==> config.mk <==
export PLATFORM = sky130hd
export DESIGN_NAME = popcnt_serial
export DESIGN_NICKNAME = d
export VERILOG_FILES = /design/src/rtl/popcnt_serial.sv
export SDC_FILE = /design/constraint.sdc
export NUM_CORES = 1
export LEC_CHECK = 0
export BUFFER_PORTS_ARGS = -buffer_cell sky130_fd_sc_hd__buf_2
export CORE_AREA = 2 2 69 71
export DETAILED_ROUTE_END_ITERATION = 10
export DIE_AREA = 0 0 71 73
export PLACE_DENSITY_LB_ADDON = 0.25
export SLEW_MARGIN = 20
export SYNTH_ARGS = -nofsm -noshare
export SYNTH_HDL_FRONTEND = slang
export SYNTH_HIERARCHICAL = 1
export SYNTH_SLANG_ARGS = --single-unit
==> constraint.sdc <==
create_clock -name i_clk -period 4.6 [get_ports i_clk]
set_clock_uncertainty 0.05 [all_clocks]
set_input_delay 0.92 -clock i_clk [delete_from_list [all_inputs] [get_ports i_clk]]
set_output_delay 0.92 -clock i_clk [all_outputs]
set_load 0.02 [all_outputs]
==> src/rtl/popcnt_serial.sv <==
// popcnt_serial: area-lean Hamming-weight engine. A single 6-bit popcount
// (popcnt6) is time-shared: the accepted word is held in a shift register and
// one 6-bit chunk per cycle is counted into an accumulator.
//
// Optional feature macro: POPCNT_SERIAL_THRESHOLD_EN
//   defined   -> o_ge = (final count >= i_threshold sampled at acceptance)
//   undefined -> o_ge tied to 0, i_threshold ignored
//
// Ports (popcnt_serial):
//   i_clk        clock, rising edge
//   i_rst_n      asynchronous active-low reset
//   i_x          WIDTH-bit word to count
//   i_valid      i_x valid
//   o_ready      block can accept a word (IDLE only)
//   o_count      CNT_W-bit set-bit count of the accepted word
//   o_valid      o_count valid (DONE only)
//   i_ready      consumer accepts o_count
//   i_threshold  compare value (threshold feature only)
//   o_ge         o_count >= i_threshold (threshold feature only)
//
// Ports (popcnt6):
//   i_x          6-bit chunk
//   o_cnt        3-bit number of set bits

// 6-bit popcount; ABSTRACT_MODEL=1 is a behavioural loop, 0 a full-adder tree.
module popcnt6 #(
    parameter bit ABSTRACT_MODEL = 1'b0
) (
    input  logic [5:0] i_x,
    output logic [2:0] o_cnt
);

    generate
        if (ABSTRACT_MODEL) begin : g_abstract
            always_comb begin
                o_cnt = 3'd0;
                for (int i = 0; i < 6; i++) begin
                    o_cnt = o_cnt + 3'(i_x[i]);
                end
            end
        end else begin : g_adder_tree
            logic s_lo;
            logic c_lo;
            logic s_hi;
            logic c_hi;
            logic c_s;

            // Two 3:2 compressors, one per half of the chunk.
            assign s_lo = i_x[0] ^ i_x[1] ^ i_x[2];
            assign c_lo = (i_x[0] & i_x[1]) | (i_x[0] & i_x[2]) | (i_x[1] & i_x[2]);
            assign s_hi = i_x[3] ^ i_x[4] ^ i_x[5];
            assign c_hi = (i_x[3] & i_x[4]) | (i_x[3] & i_x[5]) | (i_x[4] & i_x[5]);

            // Sum bits add directly; the three weight-2 terms fold into bits 1/2.
            assign c_s = s_lo & s_hi;
            assign o_cnt[0] = s_lo ^ s_hi;
            assign o_cnt[1] = c_lo ^ c_hi ^ c_s;
            assign o_cnt[2] = (c_lo & c_hi) | (c_lo & c_s) | (c_hi & c_s);
        end
    endgenerate

endmodule

module popcnt_serial #(
    parameter  int unsigned WIDTH   = 32,
    localparam int unsigned N_CHUNK = (WIDTH + 5) / 6,
    localparam int unsigned CNT_W   = $clog2(WIDTH + 1)
) (
    input  logic             i_clk,
    input  logic             i_rst_n,
    input  logic [WIDTH-1:0] i_x,
    input  logic             i_valid,
    output logic             o_ready,
    output logic [CNT_W-1:0] o_count,
    output logic             o_valid,
    input  logic             i_ready,
    input  logic [CNT_W-1:0] i_threshold,
    output logic             o_ge
);

    localparam int unsigned SH_W  = N_CHUNK * 6;
    localparam int unsigned CTR_W = (N_CHUNK > 1) ? $clog2(N_CHUNK) : 1;

    typedef enum logic [1:0] {
        S_IDLE = 2'd0,
        S_BUSY = 2'd1,
        S_DONE = 2'd2
    } state_e;

    state_e             state_q;
    state_e             state_d;
    logic [SH_W-1:0]    shreg_q;
    logic [SH_W-1:0]    shreg_d;
    logic [CTR_W-1:0]   chunk_q;
    logic [CTR_W-1:0]   chunk_d;
    logic [CNT_W-1:0]   acc_q;
    logic [CNT_W-1:0]   acc_d;
    logic               ready_q;
    logic               ready_d;
    logic               valid_q;
    logic               valid_d;
    logic               accept_c;
    logic               last_c;
    logic [2:0]         part_c;

    assign accept_c = (state_q == S_IDLE) && i_valid;
    assign last_c   = (chunk_q == CTR_W'(N_CHUNK - 1));

    // Shared popcount on the low chunk of the shift register.
    popcnt6 #(
        .ABSTRACT_MODEL (1'b0)
    ) u_popcnt6 (
        .i_x   (shreg_q[5:0]),
        .o_cnt (part_c)
    );

    // State register.
    always_ff @(posedge i_clk or negedge i_rst_n) begin
        if (!i_rst_n) begin
            state_q <= S_IDLE;
        end else begin
            state_q <= state_d;
        end
    end

    // Next-state logic.
    always_comb begin
        state_d = state_q;
        case (state_q)
            S_IDLE: if (i_valid) state_d = S_BUSY;
            S_BUSY: if (last_c)  state_d = S_DONE;
            S_DONE: if (i_ready) state_d = S_IDLE;
            default:             state_d = S_IDLE;
        endcase
    end

    // Handshake outputs decoded from the next state so they can be registered.
    always_comb begin
        ready_d = 1'b0;
        valid_d = 1'b0;
        case (state_d)
            S_IDLE:  ready_d = 1'b1;
            S_DONE:  valid_d = 1'b1;
            default: ;
        endcase
    end

    always_ff @(posedge i_clk or negedge i_rst_n) begin
        if (!i_rst_n) begin
            ready_q <= 1'b1;
            valid_q <= 1'b0;
        end else begin
            ready_q <= ready_d;
            valid_q <= valid_d;
        end
    end

    // Datapath: capture, shift and accumulate.
    always_comb begin
        shreg_d = shreg_q;
        chunk_d = chunk_q;
        acc_d   = acc_q;
        if (accept_c) begin
            shreg_d = SH_W'(i_x);
            chunk_d = '0;
            acc_d   = '0;
        end else if (state_q == S_BUSY) begin
            // Sum never exceeds WIDTH, so the narrowing cast cannot lose bits.
            acc_d   = acc_q + CNT_W'(part_c);
            shreg_d = shreg_q >> 6;
            chunk_d = chunk_q + CTR_W'(1);
        end
    end

    always_ff @(posedge i_clk or negedge i_rst_n) begin
        if (!i_rst_n) begin
            shreg_q <= '0;
            chunk_q <= '0;
            acc_q   <= '0;
        end else begin
            shreg_q <= shreg_d;
            chunk_q <= chunk_d;
            acc_q   <= acc_d;
        end
    end

    assign o_ready = ready_q;
    assign o_valid = valid_q;
    assign o_count = acc_q;

`ifdef POPCNT_SERIAL_THRESHOLD_EN
    logic [CNT_W-1:0] thr_q;
    logic [CNT_W-1:0] thr_d;
    logic             ge_q;
    logic             ge_d;

    // Threshold is latched with the word; o_ge is set entering DONE, cleared leaving it.
    always_comb begin
        thr_d = thr_q;
        ge_d  = ge_q;
        if (accept_c) begin
            thr_d = i_threshold;
        end
        if ((state_q == S_BUSY) && (state_d == S_DONE)) begin
            ge_d = (acc_d >= thr_q);
        end else if ((state_q == S_DONE) && (state_d != S_DONE)) begin
            ge_d = 1'b0;
        end
    end

    always_ff @(posedge i_clk or negedge i_rst_n) begin
        if (!i_rst_n) begin
            thr_q <= '0;
            ge_q  <= 1'b0;
        end else begin
            thr_q <= thr_d;
            ge_q  <= ge_d;
        end
    end

    assign o_ge = ge_q;
`else
    logic unused_threshold;

    assign unused_threshold = ^i_threshold;
    assign o_ge             = 1'b0;
`endif

endmodule

==> flow_metrics.env <==
export IMPL_outcome="complete, no violations"
export IMPL_crit_end="o_count[3]$_DFFE_PN0P_"
export IMPL_grt_max_degree=46
export IMPL_grt_pass1_vias=1695
export IMPL_grt_remaining_overflow=0
export IMPL_cts_max_level=2
export IMPL_crit_chain="inv_1, fa_1, inv_1, ha_1, fa_1, ha_1, a211oi_1, nor3_1, mux2i_1"
export IMPL_cts_tree="yes"
export IMPL_final_util_pct=57.7
export IMPL_setup_violations=0
export IMPL_async_reset_ff_share_pct=100
export IMPL_power_density_mw_per_mm2=624
export IMPL_yosys_most_used_dff="dfrtp_1"
export IMPL_core_area_mm2=0.00454
export IMPL_synth_most_common_cell="dfrtp_1"
export IMPL_routedWlPerCell_um=14.1
export IMPL_worst_path_buf_inv=2
export IMPL_timing_max_cap_violations=0
export IMPL_die_w_um=71
export IMPL_ir_worst_vdd_mv=0.293
export IMPL_critPathLaunchType="flip-flop"
export IMPL_clock_fmax_mhz=366
export IMPL_arrival_ns=2.86
export IMPL_post_cts_resized=0
export IMPL_grt_antenna_before_repair=0
export IMPL_ys_seq_area_share_pct=48.4
export IMPL_rr_startpoint="shreg_q[0]$_DFFE_PN0P_"
export IMPL_synthCells=222
export IMPL_setup_worst_path_class="flip-flop to flip-flop"
export IMPL_grt_pass1_wl_mm=7.67
export IMPL_worst_slew_pin_slew_ns=0.713
export IMPL_die_area_mm2=0.00518
export IMPL_place_congestion=0.753
export IMPL_multi_input_area_mm2=0.00105
export IMPL_netlist_area_mm2=0.00233
export IMPL_start_util_pct=51.4
export IMPL_slew_headroom_pct=52.2
export IMPL_area_growth_synth_to_final_pct=12.3
export IMPL_hold_class="flip-flop to flip-flop"
export IMPL_core_rowCount=25
export IMPL_port_buffers=43
export IMPL_drtPass1Iterations=4
export IMPL_hold_violations=0
export IMPL_ys_types=32
export IMPL_cp_max_fo=2
export IMPL_rsz0062_at_grt="false"
export IMPL_fin_nets=312
export IMPL_crit_required_ns=4.73
export IMPL_post_cts_buffers=0
export IMPL_cp_slowest_cell="fa_1"
export IMPL_synth_edf_count=0
export IMPL_ff2ff_path_depth=9
export IMPL_syn_nets=274
export IMPL_layout_setup_ws_ns=1.87
export IMPL_clk_latency_ns=0.30
export IMPL_cts_sinks=45
export IMPL_regArea_mm2=0.00113
export IMPL_fin_tns_setup_ns=0
export IMPL_root_buffer="clkbuf_8"
export IMPL_cts_hold_buf=0
export IMPL_synthTopCellsByCount="dfrtp_1, nand2_1, o21ai_0"
export IMPL_worstHoldStart="o_count[5]$_DFFE_PN0P_"
export IMPL_wirelength_mm=4.43
export IMPL_holdPathStages=1
export IMPL_antennaDiodeCount=0
export IMPL_yosysWarnings=6
export IMPL_yosys_area_top_type_share_pct=47.2
export IMPL_synth_top_cell_by_area="dfrtp_1"
export IMPL_crit_family="adder cells"
export IMPL_drive_above_1_share_pct=30.3
export IMPL_via_per_inst=5.39
export IMPL_avgSynthCellArea_um2=10.5
export IMPL_post_route_period_util_pct=59.4
export IMPL_cts_inserted_buffers=5
export IMPL_slew_viol_final=0
export IMPL_critPathMaxStageDelay_ns=0.53
export IMPL_drt_initial_drc_count=122
export IMPL_worst_r2r_endpoint="o_count[3]$_DFFE_PN0P_"
export IMPL_fp_dieH_um=73
export IMPL_ioPinCount=51
export IMPL_rrSetupSlack_ns=1.87
export IMPL_path_depth=9
export IMPL_hpwl_mm=2.91
export IMPL_cp_startpoint="shreg_q[0]$_DFFE_PN0P_"
export IMPL_fillCellCount=389
export IMPL_postRouteAntennaNets=0
export IMPL_p_leak_nw=1.18
export IMPL_cts_path_max_buffers=2
export IMPL_synth_seq_cells=45
export IMPL_whs_ns=0.427
export IMPL_fin_crit_ns=2.73
export IMPL_track_usage_pct=18.9
export IMPL_cts_clk_slew_worst_paths_ns=0.08
export IMPL_place_ws_ns=1.86
export IMPL_yosys_top_cells_area="dfrtp_1, a22oi_2, nand2_1"
export IMPL_end_kind="flip-flop"
export IMPL_vias=1699
export IMPL_drcViolationCount=0
[layout by cell type, fill, tap and decap left out, types with 2 or more instances in the layout]
master,count
a21oi_1,6
a22o_1,2
a22oi_1,6
a22oi_2,20
buf_2,42
buf_4,5
clkbuf_1,2
clkbuf_8,6
dfrtp_1,44
fa_1,4
ha_1,6
inv_1,9
mux2i_1,3
nand2_1,38
nor2_1,3
nor2b_1,10
o21ai_0,21
o21ai_1,20
[worst min path at each step]
stage / slack, ns / endpoint
after floorplan: 0.40 / shreg_q[0]$_DFFE_PN0P_
after global placement: 0.41 / shreg_q[0]$_DFFE_PN0P_
after detailed placement: 0.42 / o_count[5]$_DFFE_PN0P_
after CTS: 0.43 / o_count[5]$_DFFE_PN0P_
after global routing: 0.44 / o_count[5]$_DFFE_PN0P_
final: 0.43 / o_count[5]$_DFFE_PN0P_
[final cells by class]
cell class / count / share of cell area, %
Multi-Input combinational cell: 152 / 40.2
Timing Repair Buffer: 47 / 9.46
Clock buffer: 8 / 3.44
Inverter: 9 / 1.29
Tap cell: 54 / 2.58
Sequential cell: 45 / 43.0
[per-layer routing]
metal,GRT usage [%],part of all wire (%)
met5,0,0
met4,7.55,1.7
met3,3.73,4.1
met2,29.3,47
met1,26.3,48
[flip-flops by register name, indices dropped and copies added (netlist names)]
| register | count |
|---|---|
| o_ready | 1 |
| chunk_q | 3 |
| o_valid | 1 |
| o_count | 6 |
| state_q | 2 |
| shreg_q | 32 |
[cell families after synthesis]
group	after synthesis	synth area share, %
mux	4	1.77
simple gates	58	11.5
flops	45	48.4
xor+xnor	1	0.376
compound gates	78	24.6
buf+inv	25	6.49
other cells	1	0.161
fa+ha+maj	10	6.66
[per-stage QoR]
stage / instances / instance area, µm² / power [W]
final: 315 / 2620 / 0.00163
after global routing: 315 / 2620 / 0.00178
after CTS: 315 / 2620 / 0.00166
after detailed placement: 307 / 2530 / 0.00140
after global placement: 307 / 2530 / 0.00138
after floorplan: 222 / 2330 / 0.00124
[report_power, final]
part	internal, W	switching, W	total [W]
Combinational	0.000320	0.000409	0.000729
Clock	0.000123	0.000128	0.000250
Sequential	0.000542	0.000112	0.000654
Power figures use the tool's default switching activity.
